## src/rtl/mandelbrot_pixel_streamer_if.sv

```systemverilog
// Pixel stream bundle: the RGB555 readback side feeding the streamer and the
// RGB888 valid/ready beat stream with start-of-frame and end-of-line markers.
interface mandelbrot_pixel_streamer_if #(
    parameter int CW = 10
);
    logic          in_valid;
    logic          in_ready;
    logic [14:0]   in_rgb;
    logic [CW-1:0] in_x;
    logic [CW-1:0] in_y;
    logic [23:0]   out_tdata;
    logic          out_tvalid;
    logic          out_tready;
    logic          out_tuser;
    logic          out_tlast;

    modport master (
        output in_valid, in_rgb, in_x, in_y, out_tready,
        input  in_ready, out_tdata, out_tvalid, out_tuser, out_tlast
    );

    modport slave (
        input  in_valid, in_rgb, in_x, in_y, out_tready,
        output in_ready, out_tdata, out_tvalid, out_tuser, out_tlast
    );
endinterface

```

## src/rtl/mandelbrot_pixel_streamer.sv

```systemverilog
// Buffers Mandelbrot readback pixels, expands RGB555 to RGB888, tags frame/line
// markers and checks raster order of the incoming coordinates.
module mandelbrot_pixel_streamer #(
    parameter int DEPTH = 16,
    parameter int CW    = 10
) (
    input  logic                             clk,
    input  logic                             rst,
    input  logic                             start,
    input  logic [CW-1:0]                    x_size,
    input  logic [CW-1:0]                    y_size,
    mandelbrot_pixel_streamer_if.slave       pix,
    output logic                             busy,
    output logic                             frame_done,
    output logic                             seq_err,
    output logic                             cfg_err
);
    localparam int AW = $clog2(DEPTH);
    localparam int EW = 26;
    localparam logic [AW:0]   DEPTH_C  = (AW+1)'(DEPTH);
    localparam logic [AW:0]   CNT_ONE  = (AW+1)'(1);
    localparam logic [AW:0]   CNT_ZERO = (AW+1)'(0);
    localparam logic [AW-1:0] PTR_ONE  = AW'(1);
    localparam logic [CW-1:0] CRD_ONE  = CW'(1);
    localparam logic [CW-1:0] CRD_ZERO = CW'(0);

    typedef enum logic [1:0] {
        IDLE   = 2'd0,
        ACTIVE = 2'd1,
        DRAIN  = 2'd2
    } state_t;

    function automatic logic [7:0] expand5(input logic [4:0] c5);
        return {c5, c5[4:2]};
    endfunction

    state_t          state_r, state_s;
    logic [CW-1:0]   xs_r, ys_r, ex_r, ey_r;
    logic [CW-1:0]   ex_s, ey_s, xs_m1_s, ys_m1_s;
    logic [AW-1:0]   wr_ptr_r, rd_ptr_r;
    logic [AW:0]     count_r, count_s;
    logic [EW-1:0]   mem_r [DEPTH];
    logic [EW-1:0]   wr_entry_s, head_s;
    logic            push_s, pop_s, wrap_s, last_pos_s, mismatch_s, sof_s, eol_s;
    logic            start_ok_s, start_bad_s, final_pop_s;
    logic            in_ready_r, out_tvalid_r, busy_r, frame_done_r, seq_err_r, cfg_err_r;

    assign xs_m1_s = xs_r - CRD_ONE;
    assign ys_m1_s = ys_r - CRD_ONE;
    assign head_s  = mem_r[rd_ptr_r];

    // Push-side position tracking, entry formatting and occupancy arithmetic.
    always_comb begin
        push_s     = pix.in_valid && in_ready_r;
        pop_s      = out_tvalid_r && pix.out_tready;
        mismatch_s = (pix.in_x != ex_r) || (pix.in_y != ey_r);
        // Tag and advance from the received coordinate, which is the resync point on error.
        wrap_s     = (pix.in_x >= xs_m1_s);
        last_pos_s = wrap_s && (pix.in_y >= ys_m1_s);
        eol_s      = (pix.in_x == xs_m1_s);
        sof_s      = (pix.in_x == CRD_ZERO) && (pix.in_y == CRD_ZERO);
        if (wrap_s) begin
            ex_s = CRD_ZERO;
            ey_s = pix.in_y + CRD_ONE;
        end else begin
            ex_s = pix.in_x + CRD_ONE;
            ey_s = pix.in_y;
        end
        wr_entry_s = {expand5(pix.in_rgb[14:10]), expand5(pix.in_rgb[9:5]),
                      expand5(pix.in_rgb[4:0]), sof_s, eol_s};
        case ({push_s, pop_s})
            2'b10:   count_s = count_r + CNT_ONE;
            2'b01:   count_s = count_r - CNT_ONE;
            default: count_s = count_r;
        endcase
    end

    // Frame sequencing: arm on start, collect until the last position, drain to empty.
    always_comb begin
        state_s     = state_r;
        start_ok_s  = 1'b0;
        start_bad_s = 1'b0;
        final_pop_s = 1'b0;
        case (state_r)
            IDLE: begin
                if (start && (x_size != CRD_ZERO) && (y_size != CRD_ZERO)) begin
                    state_s    = ACTIVE;
                    start_ok_s = 1'b1;
                end else if (start) begin
                    start_bad_s = 1'b1;
                end else begin
                    state_s = IDLE;
                end
            end
            ACTIVE: begin
                if (push_s && last_pos_s) begin
                    state_s = DRAIN;
                end else begin
                    state_s = ACTIVE;
                end
            end
            DRAIN: begin
                if (pop_s && (count_r == CNT_ONE)) begin
                    state_s     = IDLE;
                    final_pop_s = 1'b1;
                end else begin
                    state_s = DRAIN;
                end
            end
            default: state_s = IDLE;
        endcase
    end

    // Control state, pointers, registered handshake outputs and sticky flags.
    always_ff @(posedge clk or negedge rst) begin
        if (!rst) begin
            state_r      <= IDLE;
            xs_r         <= CRD_ZERO;
            ys_r         <= CRD_ZERO;
            ex_r         <= CRD_ZERO;
            ey_r         <= CRD_ZERO;
            wr_ptr_r     <= AW'(0);
            rd_ptr_r     <= AW'(0);
            count_r      <= CNT_ZERO;
            in_ready_r   <= 1'b0;
            out_tvalid_r <= 1'b0;
            busy_r       <= 1'b0;
            frame_done_r <= 1'b0;
            seq_err_r    <= 1'b0;
            cfg_err_r    <= 1'b0;
        end else begin
            state_r <= state_s;
            if (start_ok_s) begin
                xs_r <= x_size;
                ys_r <= y_size;
                ex_r <= CRD_ZERO;
                ey_r <= CRD_ZERO;
            end else if (push_s) begin
                ex_r <= ex_s;
                ey_r <= ey_s;
            end
            if (push_s) begin
                wr_ptr_r <= wr_ptr_r + PTR_ONE;
            end
            if (pop_s) begin
                rd_ptr_r <= rd_ptr_r + PTR_ONE;
            end
            count_r      <= count_s;
            in_ready_r   <= (state_s == ACTIVE) && (count_s < DEPTH_C);
            out_tvalid_r <= (count_s != CNT_ZERO);
            busy_r       <= (state_s != IDLE);
            frame_done_r <= final_pop_s;
            if (start_ok_s) begin
                seq_err_r <= 1'b0;
            end else if (push_s && mismatch_s) begin
                seq_err_r <= 1'b1;
            end
            if (start_bad_s) begin
                cfg_err_r <= 1'b1;
            end
        end
    end

    // Pixel storage; contents are don't-care until written, pointers carry the reset.
    always_ff @(posedge clk) begin
        if (push_s) begin
            mem_r[wr_ptr_r] <= wr_entry_s;
        end
    end

    assign pix.in_ready   = in_ready_r;
    assign pix.out_tvalid = out_tvalid_r;
    assign pix.out_tdata  = head_s[25:2];
    assign pix.out_tuser  = head_s[1];
    assign pix.out_tlast  = head_s[0];
    assign busy           = busy_r;
    assign frame_done     = frame_done_r;
    assign seq_err        = seq_err_r;
    assign cfg_err        = cfg_err_r;
endmodule

```

## src/flat_wrapper.sv

```systemverilog
// flat-port wrapper written by rule: the top's interface ports become plain ports
module mandelbrot_pixel_streamer_flat 
#(
    parameter int DEPTH = 16,
    parameter int CW    = 10
)
  (clk, rst, start, x_size, y_size, busy, frame_done, seq_err, cfg_err, pix_in_valid, pix_in_rgb, pix_in_x, pix_in_y, pix_out_tready, pix_in_ready, pix_out_tdata, pix_out_tvalid, pix_out_tuser, pix_out_tlast);
  mandelbrot_pixel_streamer_if #(.CW(CW)) pix_i ();
  input  logic clk;
  input  logic rst;
  input  logic start;
  input  logic [CW-1:0] x_size;
  input  logic [CW-1:0] y_size;
  output logic busy;
  output logic frame_done;
  output logic seq_err;
  output logic cfg_err;
  input wire logic [$bits(pix_i.in_valid)-1:0] pix_in_valid;
  input wire logic [$bits(pix_i.in_rgb)-1:0] pix_in_rgb;
  input wire logic [$bits(pix_i.in_x)-1:0] pix_in_x;
  input wire logic [$bits(pix_i.in_y)-1:0] pix_in_y;
  input wire logic [$bits(pix_i.out_tready)-1:0] pix_out_tready;
  output wire logic [$bits(pix_i.in_ready)-1:0] pix_in_ready;
  output wire logic [$bits(pix_i.out_tdata)-1:0] pix_out_tdata;
  output wire logic [$bits(pix_i.out_tvalid)-1:0] pix_out_tvalid;
  output wire logic [$bits(pix_i.out_tuser)-1:0] pix_out_tuser;
  output wire logic [$bits(pix_i.out_tlast)-1:0] pix_out_tlast;
  assign pix_i.in_valid = pix_in_valid;
  assign pix_i.in_rgb = pix_in_rgb;
  assign pix_i.in_x = pix_in_x;
  assign pix_i.in_y = pix_in_y;
  assign pix_i.out_tready = pix_out_tready;
  assign pix_in_ready = pix_i.in_ready;
  assign pix_out_tdata = pix_i.out_tdata;
  assign pix_out_tvalid = pix_i.out_tvalid;
  assign pix_out_tuser = pix_i.out_tuser;
  assign pix_out_tlast = pix_i.out_tlast;
  mandelbrot_pixel_streamer #(.DEPTH(DEPTH), .CW(CW)) u_core (.clk(clk), .rst(rst), .start(start), .x_size(x_size), .y_size(y_size), .pix(pix_i), .busy(busy), .frame_done(frame_done), .seq_err(seq_err), .cfg_err(cfg_err));
endmodule
```

## config.mk

```make
export PLATFORM = sky130hd
export DESIGN_NAME = mandelbrot_pixel_streamer_flat
export DESIGN_NICKNAME = d
export VERILOG_FILES = /design/src/rtl/mandelbrot_pixel_streamer_if.sv /design/src/rtl/mandelbrot_pixel_streamer.sv /design/src/flat_wrapper.sv
export SDC_FILE = /design/constraint.sdc
export NUM_CORES = 1
export LEC_CHECK = 0
export BUFFER_PORTS_ARGS = -buffer_cell sky130_fd_sc_hd__buf_2
export CAP_MARGIN = 40
export CORE_ASPECT_RATIO = 1.2
export CORE_UTILIZATION = 25
export DETAILED_ROUTE_END_ITERATION = 10
export PLACE_DENSITY = 0.37
export SYNTH_ARGS = -nofsm -noshare
export SYNTH_HDL_FRONTEND = slang
export SYNTH_SLANG_ARGS = --single-unit
```

## constraint.sdc

```tcl
create_clock -name clk -period 3.8 [get_ports clk]
set_input_delay 0.19 -clock clk [delete_from_list [all_inputs] [get_ports clk]]
set_output_delay 0.19 -clock clk [all_outputs]
set_load 0.01 [all_outputs]
```

Word level (Yosys, flattened, before mapping)
Memories as Yosys holds them, arrays and structs flattened.
Cells that the tools add are included.
{"block": "classes", "n_reduce_logical": 20, "mux": 23, "eq_ne": 9, "n_lt_le_gt_ge": 3, "add_sub_neg": 8}
{"cell": "$mux 10", "n": 6}
{"cell": "$add 10x1->10 const B", "n": 2}
{"cell": "$ge 10x10->1", "n": 2}
{"cell": "$logic_not 10->1", "n": 2}
{"cell": "$ne 10x10->1", "n": 2}
{"cell": "$reduce_bool 10->1", "n": 2}
{"cell": "$sub 10x1->10 const B", "n": 2}
{"cell": "$mux 1", "n": 11}
{"cell": "$eq 10x10->1", "n": 1}
{"cell": "$logic_and 1x1->1", "n": 10}
{"cell": "$pmux 5 s2", "n": 1}
{"cell": "$add 4x1->4 const B", "n": 2}
{"cell": "$mux 2", "n": 4}
{"cell": "$eq 2x1->1 const B", "n": 3}
{"cell": "$pmux 2 s3", "n": 1}
{"cell": "$reduce_bool 2->1", "n": 3}
{"cell": "$add 5x1->5 const B", "n": 1}
{"cell": "$eq 5x1->1 const B", "n": 1}
{"cell": "$lt 5x5->1 const B", "n": 1}
{"cell": "$reduce_bool 5->1", "n": 1}
{"cell": "$sub 5x1->5 const B", "n": 1}
{"cell": "$eq 2x2->1 const B", "n": 2}
{"cell": "$logic_not 2->1", "n": 1}
{"cell": "$logic_or 1x1->1", "n": 1}
{"block": "word_totals", "reg_bits": 61, "output_inout_bits": 32, "elab_cells": 78, "in_bits": 60, "ram_bits": 416, "memories": 1}
{"name": "u_core.mem_r", "depth": 16, "width": 26, "rd": 1, "rd_clocked_by_memory_dff": 0, "write_ports": 1, "line": "mandelbrot_pixel_streamer.sv:42", "source": "logic [EW-1:0] mem_r [DEPTH];"}

Depth between registers and ports, before layout
Gate-level depths: netlist of run 1.
{"block": "logic_depth", "ltp_word": 8, "ltp_mapped": 14, "mapped_depth_nobuf": 12}

Worst setup path after synthesis of run 1
OpenSTA, ideal clock, no wires.
{"block": "synth_path", "path_type": "reg-to-reg", "startpoint": "register u_core.xs_r[5]", "endpoint": "register u_core.in_ready_r, in the netlist u_core.pix.in_ready", "synth_period_minus_slack_ns": 3.027, "n_path_buf": 2, "arrival_time_ns": 2.893, "setup_slack_ns": 0.773, "setup_ns": 0.133, "path_stages_with_launch": 15, "cell_sequence": "dfrtp_1 > nor4_1 > nand2b_1 > or3_1 > nor3_1 > xnor2_1 > ha_1 > nand4_1 > nor3_2 > a211oi_2 > and2_1 > buf_2 > buf_4 > o31ai_1 > a21oi_1"}
{"block": "synth_between", "elab_chain_len": 8}
{"item": "start, declared", "line": "mandelbrot_pixel_streamer.sv:38", "source": "logic [CW-1:0] xs_r, ys_r, ex_r, ey_r;"}
{"item": "start signal, assigned", "line": "mandelbrot_pixel_streamer.sv:134", "source": "xs_r <= x_size;"}
{"item": "$sub 10x1->10", "line": "mandelbrot_pixel_streamer.sv:48", "source": "assign xs_m1_s = xs_r - CRD_ONE;"}
{"item": "$ge 10x10->1", "line": "mandelbrot_pixel_streamer.sv:58", "source": "wrap_s = (pix.in_x >= xs_m1_s);"}
{"item": "$logic_and 1x1->1", "line": "mandelbrot_pixel_streamer.sv:59", "source": "last_pos_s = wrap_s && (pix.in_y >= ys_m1_s);"}
{"item": "$logic_and 1x1->1", "line": "mandelbrot_pixel_streamer.sv:96", "source": "if (push_s && last_pos_s) begin"}
{"item": "$mux 2", "line": "mandelbrot_pixel_streamer.sv:96"}
{"item": "$pmux 2 s3", "line": "mandelbrot_pixel_streamer.sv:84", "source": "case (state_r)"}
{"item": "$eq 2x1->1", "line": "mandelbrot_pixel_streamer.sv:149", "source": "in_ready_r <= (state_s == ACTIVE) && (count_s < DEPTH_C);"}
{"item": "$logic_and 1x1->1", "line": "mandelbrot_pixel_streamer.sv:149"}
{"item": "end signal, assigned", "line": "mandelbrot_pixel_streamer.sv:149"}
{"item": "end, declared", "line": "mandelbrot_pixel_streamer.sv:46", "source": "logic in_ready_r, out_tvalid_r, busy_r, frame_done_r, seq_err_r, cfg_err_r;"}
Every way passes these cells.
A chain may end at the register's enable or synchronous reset.

Worst setup path in the final report of run 1
{"block": "layout_path", "startpoint": "register u_core.xs_r[4]", "endpoint": "register u_core.ex_r[9]"}
{"block": "layout_between", "elab_chain_len": 5}
{"item": "$sub 10x1->10", "line": "mandelbrot_pixel_streamer.sv:48"}
{"item": "$ge 10x10->1", "line": "mandelbrot_pixel_streamer.sv:58"}
{"item": "$mux 10", "line": "mandelbrot_pixel_streamer.sv:62", "source": "if (wrap_s) begin"}
{"item": "$mux 10", "line": "mandelbrot_pixel_streamer.sv:138", "source": "end else if (push_s) begin"}
{"item": "$mux 10", "line": "mandelbrot_pixel_streamer.sv:133", "source": "if (start_ok_s) begin"}
{"item": "end signal, assigned", "line": "mandelbrot_pixel_streamer.sv:139", "source": "ex_r <= ex_s;"}
{"item": "end, declared", "line": "mandelbrot_pixel_streamer.sv:38"}
Every way passes these cells. The select of a mux whose other input is x is not followed.

==> impl_metrics.json, run 1 <==
{
  "clock.fmax_mhz": 289,
  "clk-insertion-delay-late_ns": 0.56,
  "violations": "DRC",
  "cp-start-kind": "register",
  "grtUsageMet3_pct": 2.26,
  "grtUsageTotal_pct": 13.1,
  "cts_buffer_depth": 3,
  "fillers": 5621,
  "grt_pass1_vias": 8487,
  "hold_viol": 0,
  "start_util_pct": 25.5,
  "path_clk_slew_ns": 0.06,
  "wl_per_cell_um": 20.9,
  "finalNetCount": 1117,
  "synth-seq-cells": 333,
  "cts_sinks": 333,
  "yosys_warnings": 0,
  "overflow": 0,
  "synth_area_per_cell_um2": 16.8,
  "die_width_um": 221,
  "ys_seq_area_share_pct": 67.6,
  "rows": 95,
  "max-slew-margin-rel_pct": 51.9,
  "drive_above_1_share_pct": 26.3,
  "worst_ep_arrival_time_ns": 3.94,
  "timing.max_cap.violations": 0,
  "hp-class": "primary input to register",
  "power_leakage_nw": 6.17,
  "die_h_um": 264,
  "use_met1_pct": 16.4,
  "postRouteWirelength_mm": 37.2,
  "placeableCoreArea_um2": 56300,
  "final_util_pct": 30.9,
  "root_buffer": "clkbuf_16",
  "firstDrtPassIters": 9,
  "crit_type": "register to register",
  "period_share_pct": 91.0,
  "dp_hpwl_mm": 22.6,
  "p_total_mw": 12.6,
  "ys.flop_type": "edfxtp_1",
  "async_flop_share_pct": 18.3,
  "final_cells": 1780,
  "critPathSlowestCell": "and2_1",
  "num_vias": 7971,
  "synth_cell_types": 49,
  "drt_drc_violations_left": 3,
  "met2_usage_pct": 22.5,
  "grt_setup_unrepaired": "false",
  "gp_congestion": 0.691,
  "cts-htree-levels": 2,
  "cellPowerDensity_nw_per_um2": 724,
  "crit_buf_inv": 1,
  "grt_max_degree": 38,
  "max_stage_delay_ns": 0.52,
  "dp_cells": 1664,
  "syn_inst": 856,
  "cts_buffers": 40,
  "skew_ns": 0.00937,
  "post_cts_buffers": 0,
  "fin_crit_ns": 3.46,
  "antennaDiodeCount": 0,
  "die_area_um2": 58400,
  "setup_tns_ns": 0,
  "worstSetupEndpointType": "register",
  "port_buffers": 91,
  "grt_pass1_wl_mm": 55.7,
  "ant_nets": 0,
  "initialDrtViolationCount": 462,
  "finalSetupViolCount": 0,
  "synth_edf_count": 272,
  "grt.busiest_layer": "met2",
  "critPathMaxFanout": 16,
  "syn-cell-area_um2": 14300,
  "vias_per_cell": 4.48,
  "synth_nets": 952,
  "cp.required_ns": 4.28,
  "antenna_found_initial": 1,
  "crit_chain": "nor4_1 -> nand2b_1 -> or3_1 -> nor3_1 -> xnor2_1 -> ha_1 -> nand4_1 -> nor3_2 -> a211oi_2 -> and2_1 -> buf_4 -> nand3_1 -> a21oi_1",
  "drv_slew": 0,
  "crit_family": "simple AND/OR/NAND/NOR gates",
  "worst_pin_slew_ns": 0.722,
  "area_delta_synth_final_pct": 21.5,
  "cts_tree": "yes",
  "vdd_drop_max_mv": 0.313,
  "ios": 92,
  "run_status": "complete, but fails checks"
}
where the power goes:
part	total (mW)	internal, mW	switching, mW
Sequential	4.99	4.45	0.532
Combinational	3.98	1.96	2.02
Clock	3.66	2.11	1.55
Total	12.6	8.53	4.10
cell families (layout without fill, tap and decap cells):
kind of cell / Yosys count / count (layout) / share of synthesized area, %
compound gates: 81 / 81 / 3.51
xor+xnor: 53 / 53 / 3.24
fa+ha+maj: 36 / 36 / 3.14
buf+inv: 62 / 259 / 2.10
flops: 333 / 333 / 67.6
mux: 86 / 86 / 13.4
simple gates: 205 / 205 / 7.04
cells in the final DEF (no fill, tap or decap), types with 3 or more instances in the layout:
cell	synthesis	layout
o21ai_0	19	19
nand4_1	11	11
clkbuf_16	0	41
buf_12	0	3
nand2b_1	6	6
o31ai_1	3	3
o21ai_1	9	9
nor2b_1	4	4
dlygate4sd3_1	0	42
clkinv_1	0	13
and3_1	7	7
clkbuf_1	16	4
ha_1	36	36
a21oi_1	23	23
mux4_2	85	85
dfrtp_1	61	58
a21o_1	4	4
inv_6	0	3
buf_4	10	30
a31oi_1	8	8
nand2_1	84	84
nor4_1	9	9
xor2_1	18	18
edfxtp_1	272	272
clkinv_2	0	9
nor2_1	17	17
xnor2_1	35	35
buf_2	13	91
and2_1	13	13
or3_1	9	9
nor3b_1	3	3
nand3_1	24	24
nor3_1	9	9
inv_1	19	19
tightest hold or removal path, delay by kind of cell:
kind / cells / cell delay [ns]
XOR/XNOR: 1 / 0.08
buffers and inverters: 1 / 0.11
AND/OR/NAND/NOR: 1 / 0.13
Yosys cell counts, types with 13 or more instances:
master	number	area (um^2)
nand3_1	24	120
nand2_1	84	315
nor2_1	17	63.8
buf_2	13	65.1
o21ai_0	19	95.1
mux4_2	85	1910
a21oi_1	23	115
ha_1	36	450
xnor2_1	35	307
xor2_1	18	158
and2_1	13	81.3
clkbuf_1	16	60.1
inv_1	19	71.3
edfxtp_1	272	8170
dfrtp_1	61	1530
sequential cells by signal, summed over array words and instances, names as in the netlist, 2 cells and up:
name             flops
u_core.ey_r         10
u_core.mem_r       272
u_core.ys_r         10
u_core.count_r       5
u_core.rd_ptr_r      4
u_core.wr_ptr_r      4
u_core.ex_r         10
u_core.state_r       2
u_core.xs_r         10
metrics by stage:
| step | instance area [um^2] | setup slack [ns] | hold slack, ns |
|---|---|---|---|
| after detailed placement | 15800 | 0.286 | 0.289 |
| after global routing | 17400 | 0.0272 | 0.0405 |
| after CTS | 17400 | 0.251 | 0.00154 |
| after global placement | 15700 | 0.339 | 0.292 |
| final | 17400 | 0.342 | 0.0115 |
| after floorplan | 14300 | 0.773 | -0.106 |
routing by layer:
layer,share of wire (%),wire length (um),vias to the layer above
li1,-,-,3677
met1,43,16100,4103
met2,51,19100,129
met3,3.3,1240,60
met4,2.0,760,2
met5,0.030,11,-
area by class of cell:
| type | count | area, um^2 | area share (%) |
|---|---|---|---|
| Clock buffer | 45 | 1040 | 5.97 |
| Clock inverter | 29 | 199 | 1.14 |
| Inverter | 19 | 71.3 | 0.409 |
| Multi-Input combinational cell | 461 | 4350 | 25.0 |
| Sequential cell | 333 | 9700 | 55.6 |
| Tap cell | 727 | 910 | 5.22 |
| Timing Repair Buffer | 166 | 1160 | 6.66 |
repair_timing:
| item | in CTS | in global routing |
|---|---|---|
| gates resized for setup | 0 | 0 |
| hold buffers | 42 | 0 |
| hold endpoints to repair | 266 | 0 |
final timing paths:
| check | startpoint | endpoint | slack [ns] | cells after the start |
|---|---|---|---|---|
| min reg2reg | u_core.cfg_err | u_core.cfg_err | 0.47 | 1 |
| max in group asynchronous | rst | u_core.ex_r[0] | 2.79 | 3 |
| max reg2reg | u_core.xs_r[4] | u_core.ex_r[9] | 0.34 | 13 |
| min | pix_out_tready | u_core.rd_ptr_r[0] | 0.01 | 3 |
| min in group asynchronous | rst | u_core.ey_r[5] | 0.22 | 2 |
| max | u_core.xs_r[4] | u_core.ex_r[9] | 0.34 | 13 |
No activity file was read; power rests on OpenSTA's default activity.
==> run 2: changes to the inputs <==
--- a/config.mk
+++ b/config.mk
@@ -11,2 +11,3 @@
 export CORE_UTILIZATION = 25
+export CTS_CLUSTER_DIAMETER = 100
 export DETAILED_ROUTE_END_ITERATION = 10
==> constraint.sdc (replaced) <==
create_clock -name clk -period 3.8 [get_ports clk]
set_input_delay 0.57 -clock clk [delete_from_list [all_inputs] [get_ports clk]]
set_output_delay 0.57 -clock clk [all_outputs]
set_load 0.01 [all_outputs]
==> run 2 against run 1 <==
- via count shrank 1.6%
- clock power down 3%
- register-to-register slack better by 0.14 ns
- sequential share of layout area is 1.4 points higher
- cell count decreased by 2.5%
- the flow still finishes with violations (DRC)
- wire length is 0.59% higher
- power decreased by 0.85%
==> impl_metrics.json, run 2 (synthesis results as in run 1) <==
{
  "drive_above_1_share_pct": 26.8,
  "worstSetupEndpointType": "primary output",
  "antenna_found_initial": 1,
  "met2_usage_pct": 22.5,
  "final_cell_mix": "edfxtp_1, buf_2, mux4_2",
  "cts_tree": "yes",
  "violations": "DRC",
  "cts_buffer_depth": 3,
  "cts_sinks": 333,
  "fillers": 5638,
  "finalSetupViolCount": 0,
  "run_status": "complete, but fails checks",
  "cp-start-kind": "register",
  "die_width_um": 221,
  "power_switching_mw": 4.04,
  "wl_per_cell_um": 21.6,
  "placeableCoreArea_um2": 56300,
  "largest_reg_flops": 272,
  "power_leakage_nw": 5.97,
  "cell_internal_pwr_mw": 8.48,
  "initialDrtViolationCount": 484,
  "cellPowerDensity_nw_per_um2": 736,
  "drv_slew": 0,
  "port_buffers": 91,
  "num_vias": 7840,
  "grt.busiest_layer": "met2",
  "overflow": 0,
  "vias_per_cell": 4.52,
  "firstDrtPassIters": 7,
  "worst_pin_slew_ns": 0.754,
  "cts_buffers": 40,
  "reg2reg_setup_slack_ns": 0.48,
  "gp_congestion": 0.683,
  "hp-class": "primary input to async pin",
  "vdd_drop_max_mv": 0.461,
  "ios": 92,
  "final_common_cell": "edfxtp_1",
  "cts-htree-levels": 2,
  "root_buffer": "clkbuf_16",
  "hold_viol": 0,
  "drt_drc_violations_left": 6,
  "start_util_pct": 25.5,
  "path_clk_slew_ns": 0.06,
  "setup_ws_ns": 0.371,
  "cts_resized": 0,
  "fin_crit_ns": 3.43,
  "clock.fmax_mhz": 292,
  "die_h_um": 264,
  "area_delta_synth_final_pct": 18.5,
  "r2r-start": "u_core.xs_r[5]",
  "skew_ns": 0.0176,
  "pwr-share-seq_pct": 39.7,
  "post_cts_buffers": 0,
  "finalNetCount": 1076,
  "cp.required_ns": 3.23,
  "reg2reg_to": "u_core.ex_r[4]",
  "rows": 95,
  "grt_pass1_vias": 8312,
  "p_total_mw": 12.5,
  "grtUsageTotal_pct": 13.2,
  "critPathMaxFanout": 24,
  "clk-insertion-delay-late_ns": 0.56,
  "ctsHoldBuffers": 0,
  "final_util_pct": 30.2,
  "dp_slack_ns": 0.241,
  "setup_tns_ns": 0,
  "r2r_cells": 13,
  "timing.max_cap.violations": 0,
  "timing.hold.ws_ns": 0.0480,
  "worst_ep_arrival_time_ns": 2.86,
  "max-slew-margin-rel_pct": 49.7,
  "die_area_um2": 58400,
  "use_met1_pct": 16.9,
  "grt_pass1_wl_mm": 55.6,
  "clkPwrFrac_pct": 28.4,
  "ant_nets": 0,
  "swShare_pct": 32.3,
  "regMostFlops": "u_core.mem_r",
  "period_share_pct": 90.2,
  "postRouteWirelength_mm": 37.4,
  "grt_setup_unrepaired": "false",
  "dp_hpwl_mm": 23.1,
  "grt_max_degree": 37,
  "comb_power_share_pct": 31.9,
  "grtUsageMet3_pct": 2.08,
  "crit_type": "register to primary output"
}
-- run 2: changes by cell type in the layout (fill, tap and decap cells not counted), moves of 2 or more --
cell | previous run | this run
dlygate4sd3_1 | 42 | 0
clkbuf_1 | 4 | 16
clkinv_2 | 9 | 1
clkinv_1 | 13 | 6
buf_12 | 3 | 5
-- run 2: metal layers --
layer / vias up / routed length, um
met5: - / 12
met2: 148 / 19100
met4: 2 / 744
met1: 4057 / 16300
li1: 3584 / -
met3: 49 / 1240
-- run 2: cell type report --
cell class | instances | area [um^2] | area share [%]
repair buffers | 125 | 773 | 4.55
diodes | 1 | 2.50 | 0.0147
flip-flops and latches | 333 | 9700 | 57.1
well taps | 727 | 910 | 5.35
clock buffers | 58 | 1100 | 6.47
inverters | 19 | 71.3 | 0.419
multi-input cells | 461 | 4350 | 25.6
clock inverters | 12 | 93.8 | 0.552
-- run 2: how the worst max path moves through the flow --
stage | start | endpoint | slack [ns] | cells after the start
floorplan | u_core.xs_r[5] | u_core.pix.in_ready | 0.77 | 14
global placement | u_core.xs_r[5] | u_core.ex_r[5] | 0.29 | 12
global route | u_core.xs_r[4] | u_core.ex_r[4] | 0.13 | 13
detailed placement | u_core.xs_r[5] | u_core.ex_r[4] | 0.24 | 13
finish | u_core.rd_ptr_r[0] | pix_out_tuser | 0.37 | 4
CTS | u_core.xs_r[5] | u_core.ex_r[4] | 0.21 | 13
-- run 2: critical path, cell delays in order (launching register included) --
cell	delay, ns
dfrtp_4	0.75
buf_12	0.30
mux4_2	0.55
mux4_2	0.54
buf_2	0.17
-- run 2: power by group through the flow --
| stage | Combinational [mW] | Clock [mW] | Sequential [mW] |
|---|---|---|---|
| 2_1_floorplan | 3.05 | 0 | 4.76 |
| 3_3_place_gp | 4.06 | 0 | 5.11 |
| 3_5_place_dp | 4.14 | 0 | 5.06 |
| 4_1_cts | 4.15 | 3.67 | 4.99 |
| 5_1_grt | 4.47 | 3.79 | 5.05 |
| 6_report | 4.00 | 3.55 | 4.97 |
-- run 2: per-stage QoR --
stage,cell area (um^2),instances
floorplan,14300,856
global placement,15800,1663
detailed placement,15800,1665
CTS,17000,1735
global route,17000,1735
finish,17000,1736
